--- src/rtl/multicycle_control_unit.sv ---
// multicycle_control_unit: multi-cycle MIPS main control FSM with memory wait-state timeout (optional ILLEGAL_OPCODE_TRAP_EN)
module multicycle_control_unit #(
    parameter int MEM_WAIT_MAX = 15
) (
    input  logic       clk,
    input  logic       reset,
    input  logic [5:0] opcode_i,
    input  logic       zero_i,
    input  logic       mem_ready_i,
    output logic [2:0] alu_op_o,
    output logic       alu_src_a_o,
    output logic [1:0] alu_src_b_o,
    output logic [1:0] pc_src_o,
    output logic       pc_write_o,
    output logic       i_or_d_o,
    output logic       mem_read_o,
    output logic       mem_write_o,
    output logic       ir_write_o,
    output logic       reg_dst_o,
    output logic       mem_to_reg_o,
    output logic       reg_write_o,
    output logic       bus_error_o,
    output logic [3:0] state_o
);
    typedef enum logic [3:0] {
        FETCH    = 4'd0,
        DECODE   = 4'd1,
        MEM_ADDR = 4'd2,
        MEM_RD   = 4'd3,
        MEM_WB   = 4'd4,
        MEM_WR   = 4'd5,
        R_EXEC   = 4'd6,
        I_EXEC   = 4'd7,
        ALU_WB   = 4'd8,
        BRANCH   = 4'd9,
        JUMP     = 4'd10,
        TRAP     = 4'd11,
        HALT     = 4'd12
    } state_t;

    localparam logic [5:0] OP_R    = 6'h00;
    localparam logic [5:0] OP_J    = 6'h02;
    localparam logic [5:0] OP_BEQ  = 6'h04;
    localparam logic [5:0] OP_BNE  = 6'h05;
    localparam logic [5:0] OP_ADDI = 6'h08;
    localparam logic [5:0] OP_ORI  = 6'h0d;
    localparam logic [5:0] OP_LUI  = 6'h0f;
    localparam logic [5:0] OP_LW   = 6'h23;
    localparam logic [5:0] OP_SW   = 6'h2b;

    state_t     state, nxt;
    logic [7:0] cnt, cnt_n;
    logic [5:0] opc;
    logic       set_err, berr;

    assign bus_error_o = berr;
    assign state_o     = state;

    // state, wait counter, sticky error and opcode latch (opcode captured while in DECODE)
    always_ff @(posedge clk or negedge reset) begin
        if (!reset) begin
            state <= FETCH;
            cnt   <= '0;
            berr  <= 1'b0;
            opc   <= '0;
        end else begin
            state <= nxt;
            cnt   <= cnt_n;
            if (set_err) berr <= 1'b1;
            if (state == DECODE) opc <= opcode_i;
        end
    end

    // next-state and Moore output decode; wait counter only advances while a memory state stalls
    always_comb begin
        nxt          = state;
        cnt_n        = '0;
        set_err      = 1'b0;
        alu_op_o     = 3'b100;
        alu_src_a_o  = 1'b0;
        alu_src_b_o  = 2'b00;
        pc_src_o     = 2'b00;
        pc_write_o   = 1'b0;
        i_or_d_o     = 1'b0;
        mem_read_o   = 1'b0;
        mem_write_o  = 1'b0;
        ir_write_o   = 1'b0;
        reg_dst_o    = 1'b0;
        mem_to_reg_o = 1'b0;
        reg_write_o  = 1'b0;
        case (state)
            FETCH: begin
                mem_read_o  = 1'b1;
                alu_src_b_o = 2'b01;
                pc_write_o  = mem_ready_i & reset;
                ir_write_o  = mem_ready_i & reset;
                if (mem_ready_i) nxt = DECODE;
            end
            DECODE: begin
                alu_src_b_o = 2'b10;
                case (opcode_i)
                    OP_R:                 nxt = R_EXEC;
                    OP_ADDI, OP_ORI, OP_LUI: nxt = I_EXEC;
                    OP_LW, OP_SW:         nxt = MEM_ADDR;
                    OP_BEQ, OP_BNE:       nxt = BRANCH;
                    OP_J:                 nxt = JUMP;
                    default: begin
`ifdef ILLEGAL_OPCODE_TRAP_EN
                        nxt     = TRAP;
                        set_err = 1'b1;
`else
                        nxt     = FETCH;
`endif
                    end
                endcase
            end
            R_EXEC: begin
                alu_src_a_o = 1'b1;
                alu_op_o    = 3'b111;
                nxt         = ALU_WB;
            end
            I_EXEC: begin
                alu_src_a_o = 1'b1;
                alu_src_b_o = (opc == OP_ADDI) ? 2'b10 : 2'b11;
                alu_op_o    = (opc == OP_ADDI) ? 3'b100 : (opc == OP_ORI) ? 3'b101 : 3'b110;
                nxt         = ALU_WB;
            end
            ALU_WB: begin
                reg_write_o = 1'b1;
                reg_dst_o   = (opc == OP_R);
                nxt         = FETCH;
            end
            MEM_ADDR: begin
                alu_src_a_o = 1'b1;
                alu_src_b_o = 2'b10;
                nxt         = (opc == OP_LW) ? MEM_RD : MEM_WR;
            end
            MEM_RD: begin
                mem_read_o = 1'b1;
                i_or_d_o   = 1'b1;
                if (mem_ready_i) nxt = MEM_WB;
            end
            MEM_WB: begin
                reg_write_o  = 1'b1;
                mem_to_reg_o = 1'b1;
                nxt          = FETCH;
            end
            MEM_WR: begin
                mem_write_o = 1'b1;
                i_or_d_o    = 1'b1;
                if (mem_ready_i) nxt = FETCH;
            end
            BRANCH: begin
                alu_src_a_o = 1'b1;
                alu_op_o    = 3'b001;
                pc_src_o    = 2'b01;
                pc_write_o  = (opc == OP_BEQ) ? zero_i : ~zero_i;
                nxt         = FETCH;
            end
            JUMP: begin
                pc_src_o   = 2'b10;
                pc_write_o = 1'b1;
                nxt        = FETCH;
            end
            TRAP, HALT: nxt = state;
            default: nxt = FETCH;
        endcase
        if ((state == FETCH || state == MEM_RD || state == MEM_WR) && !mem_ready_i) begin
            if (cnt == 8'(MEM_WAIT_MAX - 1)) begin
                nxt     = HALT;
                set_err = 1'b1;
            end else begin
                cnt_n = cnt + 8'd1;
            end
        end
    end
endmodule

--- config.mk ---
export PLATFORM = sky130hd
export DESIGN_NAME = multicycle_control_unit
export DESIGN_NICKNAME = d
export VERILOG_FILES = /design/src/rtl/multicycle_control_unit.sv
export SDC_FILE = /design/constraint.sdc
export NUM_CORES = 1
export LEC_CHECK = 0
export ABC_CLOCK_PERIOD_IN_PS = 2950
export CAP_MARGIN = 25
export CORE_ASPECT_RATIO = 0.6
export CORE_MARGIN = 10
export CORE_UTILIZATION = 54
export DETAILED_ROUTE_END_ITERATION = 8
export GPL_ROUTABILITY_DRIVEN = 1
export GPL_TIMING_DRIVEN = 0
export PLACE_DENSITY = 0.85
export RECOVER_POWER = 100
export SYNTH_ARGS = -nofsm -noshare
export SYNTH_HDL_FRONTEND = slang
export SYNTH_SLANG_ARGS = --single-unit
export TNS_END_PERCENT = 10
--- constraint.sdc ---
create_clock -name clk -period 2.95 [get_ports clk]
set_input_delay 0.59 -clock clk [delete_from_list [all_inputs] [get_ports clk]]
set_output_delay 0.59 -clock clk [all_outputs]
set_load 0.03 [all_outputs]
==> qor.log <==
[status] result of the run finished, final reports clean
[grt] global-route met2 utilization 21.60%
[yosys] Synth Area per Inst 8.790 um2
[yosys] Synth cell types 48
[grt] global route hottest layer met2
[power_and_ir_drop] leakage power summed over all cells 0.0007378 uW
[yosys] syn_nets 168
[job] maxcap violations 0
[critical_path] largest driver fanout on the critical path 10
[sta] Hold Violations, Final 0
[cells_and_area] most common cell after layout, fill and taps aside sky130_fd_sc_hd__dfrtp_1
[drt] routed wirelength normalized by instance count 17.37 um
[grt] met3 Track Usage GR 4.121%
[cells_and_area] most frequent cells in the layout 19 x sky130_fd_sc_hd__dfrtp_1, 17 x sky130_fd_sc_hd__nor2_1, 17 x sky130_fd_sc_hd__dlygate4sd3_1
[sta] maximum clock skew at final layout 0.006510 ns
[sta] max-slew violation count 0
[cells_and_area] utilization of the core after routing 69.71%
[placed_design] number of port buffers 28
[cells_and_area] fraction of layout cells with a size suffix above 1 11.17%
[sta] worst slew slack as a fraction of its limit 64.81%
[placed_design] last weighted congestion value of the routability-driven placer 0.9242
[yosys] register bit count reported by yosys 19
[yosys] share of synthesized flip-flops with an asynchronous set or reset 100.0%
[grt] maximum number of pins on one net before global-route repair 21
[drt] Detailed Routing Iterations Pass 1 5
[sta] clock period minus final worst setup slack 2.867 ns
[power_and_ir_drop] power per cell area 685.9 nW/um2
[clock_network] maximum count of clock buffers along a single path 2
[floorplan] Std-Cell Core Area 2470 um2
[clock_network] clock slew at reported path FFs 0.07 ns
[drt] initial DRC count 206
[clock_network] depth of the CTS H-tree 1
[clock_network] buffers inserted by post-CTS timing repair 0
[power_and_ir_drop] Max rail drop VDD 442.8 uV
[sta] fmax 348.8 MHz
[cells_and_area] final cell count without fillers 220
[cells_and_area] fillers 182
[drt] count of antenna-violating nets left after detailed routing 0
[critical_path] required time worst endpoint 2.36 ns
[sta] transition at the pin with the smallest max-transition slack 0.5259 ns
[grt] met1 usage 20.79%
[critical_path] critical path start-end classification flop to output port
[yosys] Synth top area share 34.67%
[drt] routed via count divided by cell count 6.168
[clock_network] TritonCTS buffer count 3
[grt] first-pass GRT wire length 6.168 mm
[yosys] number of warning messages in the yosys log 0
[yosys] Seq/Total Area, Yosys 34.67%
[critical_path] category of the worst setup path capture point output port
[floorplan] starting density of the core 55.52%
[sta] RSZ-0062 raised after global routing false
[floorplan] Core Rows 14
[min_path] Hold Crit Class input port to async pin
[cells_and_area] number of inserted diodes 0
[yosys] area leader, netlist sky130_fd_sc_hd__dfrtp_1
[yosys] post-synth design cell area 1371 um2
[floorplan] vertical die dimension 59.04 um
[floorplan] count of pins on the block boundary 31
[grt] vias in the first global route 1196
[grt] final global-route overflow total 0
[critical_path] Critical Path AT 2.28 ns
[placed_design] Placed Instances 216
[yosys] cell types with the largest area share after synthesis sky130_fd_sc_hd__dfrtp_1 35%, sky130_fd_sc_hd__mux2_2 4.9%, sky130_fd_sc_hd__nor2_1 4.4%, sky130_fd_sc_hd__xor2_1 3.8%, sky130_fd_sc_hd__nand2b_1 3.6%
[yosys] instance count of the mapped netlist 156
[clock_network] clock sink count 19
[critical_path] CP Launch Type flop
[drt] Routed Wire Length 3.822 mm
[yosys] top flip-flop cell by instance count after synthesis sky130_fd_sc_hd__dfrtp_1
[clock_network] clock latency at the later pin of the worst-skew pair 0.26 ns
[cells_and_area] layout-stage area growth over the synthesis result 25.55%
[drt] total vias in the final route 1357
[sta] fin crit share 97.18%
[grt] antenna violations before repair 0
[cells_and_area] final-stage net count 201
[sta] setup violators final 0
[clock_network] buffer type at the clock tree root sky130_fd_sc_hd__clkbuf_8
[floorplan] Die Footprint 5021 um2
[grt] total routing resource utilization after global routing 14.88%
[floorplan] overall die width 85.06 um
[drt] DRC violation count after routing 0
[yosys] number of enable flip-flop cells after synthesis 0
[clock_network] TritonCTS clock tree built
[placed_design] post-DP HPWL 3.003 mm
-- cell type report --
class	count	area [um2]	area share (%)
Multi-Input combinational cell	124	827.0	48.04
Sequential cell	19	475.5	27.62
Timing Repair Buffer	28	272.8	15.84
Buffer	10	50.05	2.907
Clock buffer	4	45.04	2.616
Tap cell	32	40.04	2.326
Inverter	3	11.26	0.6541
-- final timing paths --
kind	cells after the start	endpoint	start	slack [ns]
max	5	alu_op_o[0]	state_o[2]$_DFF_PN0_	0.08
min	1	cnt[5]$_DFF_PN0_	reset	0.38
max reg2reg	5	state_o[2]$_DFF_PN0_	state_o[2]$_DFF_PN0_	1.06
min reg2reg	1	bus_error_o$_DFFE_PN0P_	bus_error_o$_DFFE_PN0P_	0.47
max in group asynchronous	1	cnt[2]$_DFF_PN0_	reset	2.23
min in group clk	1	bus_error_o$_DFFE_PN0P_	bus_error_o$_DFFE_PN0P_	0.47
-- metrics by stage --
| stage | instance area [um2] | setup TNS, ns | total power [uW] | setup slack (ns) | hold WS (ns) |
|---|---|---|---|---|---|
| detailed placement | 1692 | -1.093 | 1027 | -0.7089 | 0.4567 |
| floorplan | 1371 | 0 | 809.2 | 0.3287 | 0.2944 |
| finish | 1722 | 0 | 1181 | 0.08317 | 0.3766 |
| global route | 1722 | 0 | 1245 | 0.008586 | 0.4198 |
| global placement | 1692 | -0.9964 | 1005 | -0.6573 | 0.4483 |
| CTS | 1737 | 0 | 1203 | 0.02424 | 0.4034 |
-- cell usage after synthesis (2+ instances only) --
library cell	n
sky130_fd_sc_hd__a211o_1	2
sky130_fd_sc_hd__a21boi_0	2
sky130_fd_sc_hd__a21oi_1	9
sky130_fd_sc_hd__and2_1	2
sky130_fd_sc_hd__and3_1	2
sky130_fd_sc_hd__buf_2	5
sky130_fd_sc_hd__clkbuf_1	4
sky130_fd_sc_hd__dfrtp_1	19
sky130_fd_sc_hd__ha_1	2
sky130_fd_sc_hd__inv_1	3
sky130_fd_sc_hd__mux2_2	6
sky130_fd_sc_hd__nand2_1	9
sky130_fd_sc_hd__nand2b_1	8
sky130_fd_sc_hd__nand3_1	3
sky130_fd_sc_hd__nand4_1	3
sky130_fd_sc_hd__nand4b_1	3
sky130_fd_sc_hd__nor2_1	16
sky130_fd_sc_hd__nor3_1	8
sky130_fd_sc_hd__nor3b_1	3
sky130_fd_sc_hd__o21ai_0	4
sky130_fd_sc_hd__o31ai_1	2
sky130_fd_sc_hd__o32ai_1	2
sky130_fd_sc_hd__or2_1	3
sky130_fd_sc_hd__or3b_1	2
sky130_fd_sc_hd__or4_1	5
sky130_fd_sc_hd__xnor2_1	2
sky130_fd_sc_hd__xor2_1	6
-- report_power, final --
part	switching [uW]	internal [uW]
Sequential	97.7	326
Clock	81.3	96.0
Combinational	332	249
Total	511	670
-- layer usage --
metal / vias up / share of wire (%)
met5: - / 0
li1: 636 / -
met2: 73 / 43
met4: 0 / 1.9
met1: 635 / 46
met3: 13 / 9.4
-- flip-flops by register name, indices dropped and copies added (netlist names) --
register	cells
opc	6
state_o	4
bus_error_o	1
cnt	8
-- logic make-up (layout without fill, tap and decap cells) --
family | Yosys count | count (layout) | share of synthesized area [%]
adder cells (fa/ha/maj) | 2 | 2 | 1.825
multiplexers | 7 | 7 | 5.657
XOR/XNOR | 9 | 9 | 6.296
AO/OA/AOI/OAI | 30 | 30 | 14.96
flip-flops | 19 | 19 | 34.67
buffers and inverters | 13 | 45 | 4.288
AND/OR/NAND/NOR | 76 | 76 | 32.30
-- worst max-delay path, stage by stage, from the launching register on --
cell	delay, ns
sky130_fd_sc_hd__dfrtp_1	0.47
sky130_fd_sc_hd__clkbuf_2	0.23
sky130_fd_sc_hd__nor2b_1	0.23
sky130_fd_sc_hd__nand3_1	0.26
sky130_fd_sc_hd__nand2_1	0.13
sky130_fd_sc_hd__clkdlybuf4s50_1	0.70
-- what timing repair did --
item | 4_1_cts | 5_1_grt
resized for setup | 6 | 5
hold buffers | 0 | 0
pin swaps | 0 | 0
endpoints found under the hold margin | 0 | 0
endpoints found under the setup margin | 6 | 4
Note: power is estimated with default switching activity, not from simulation.
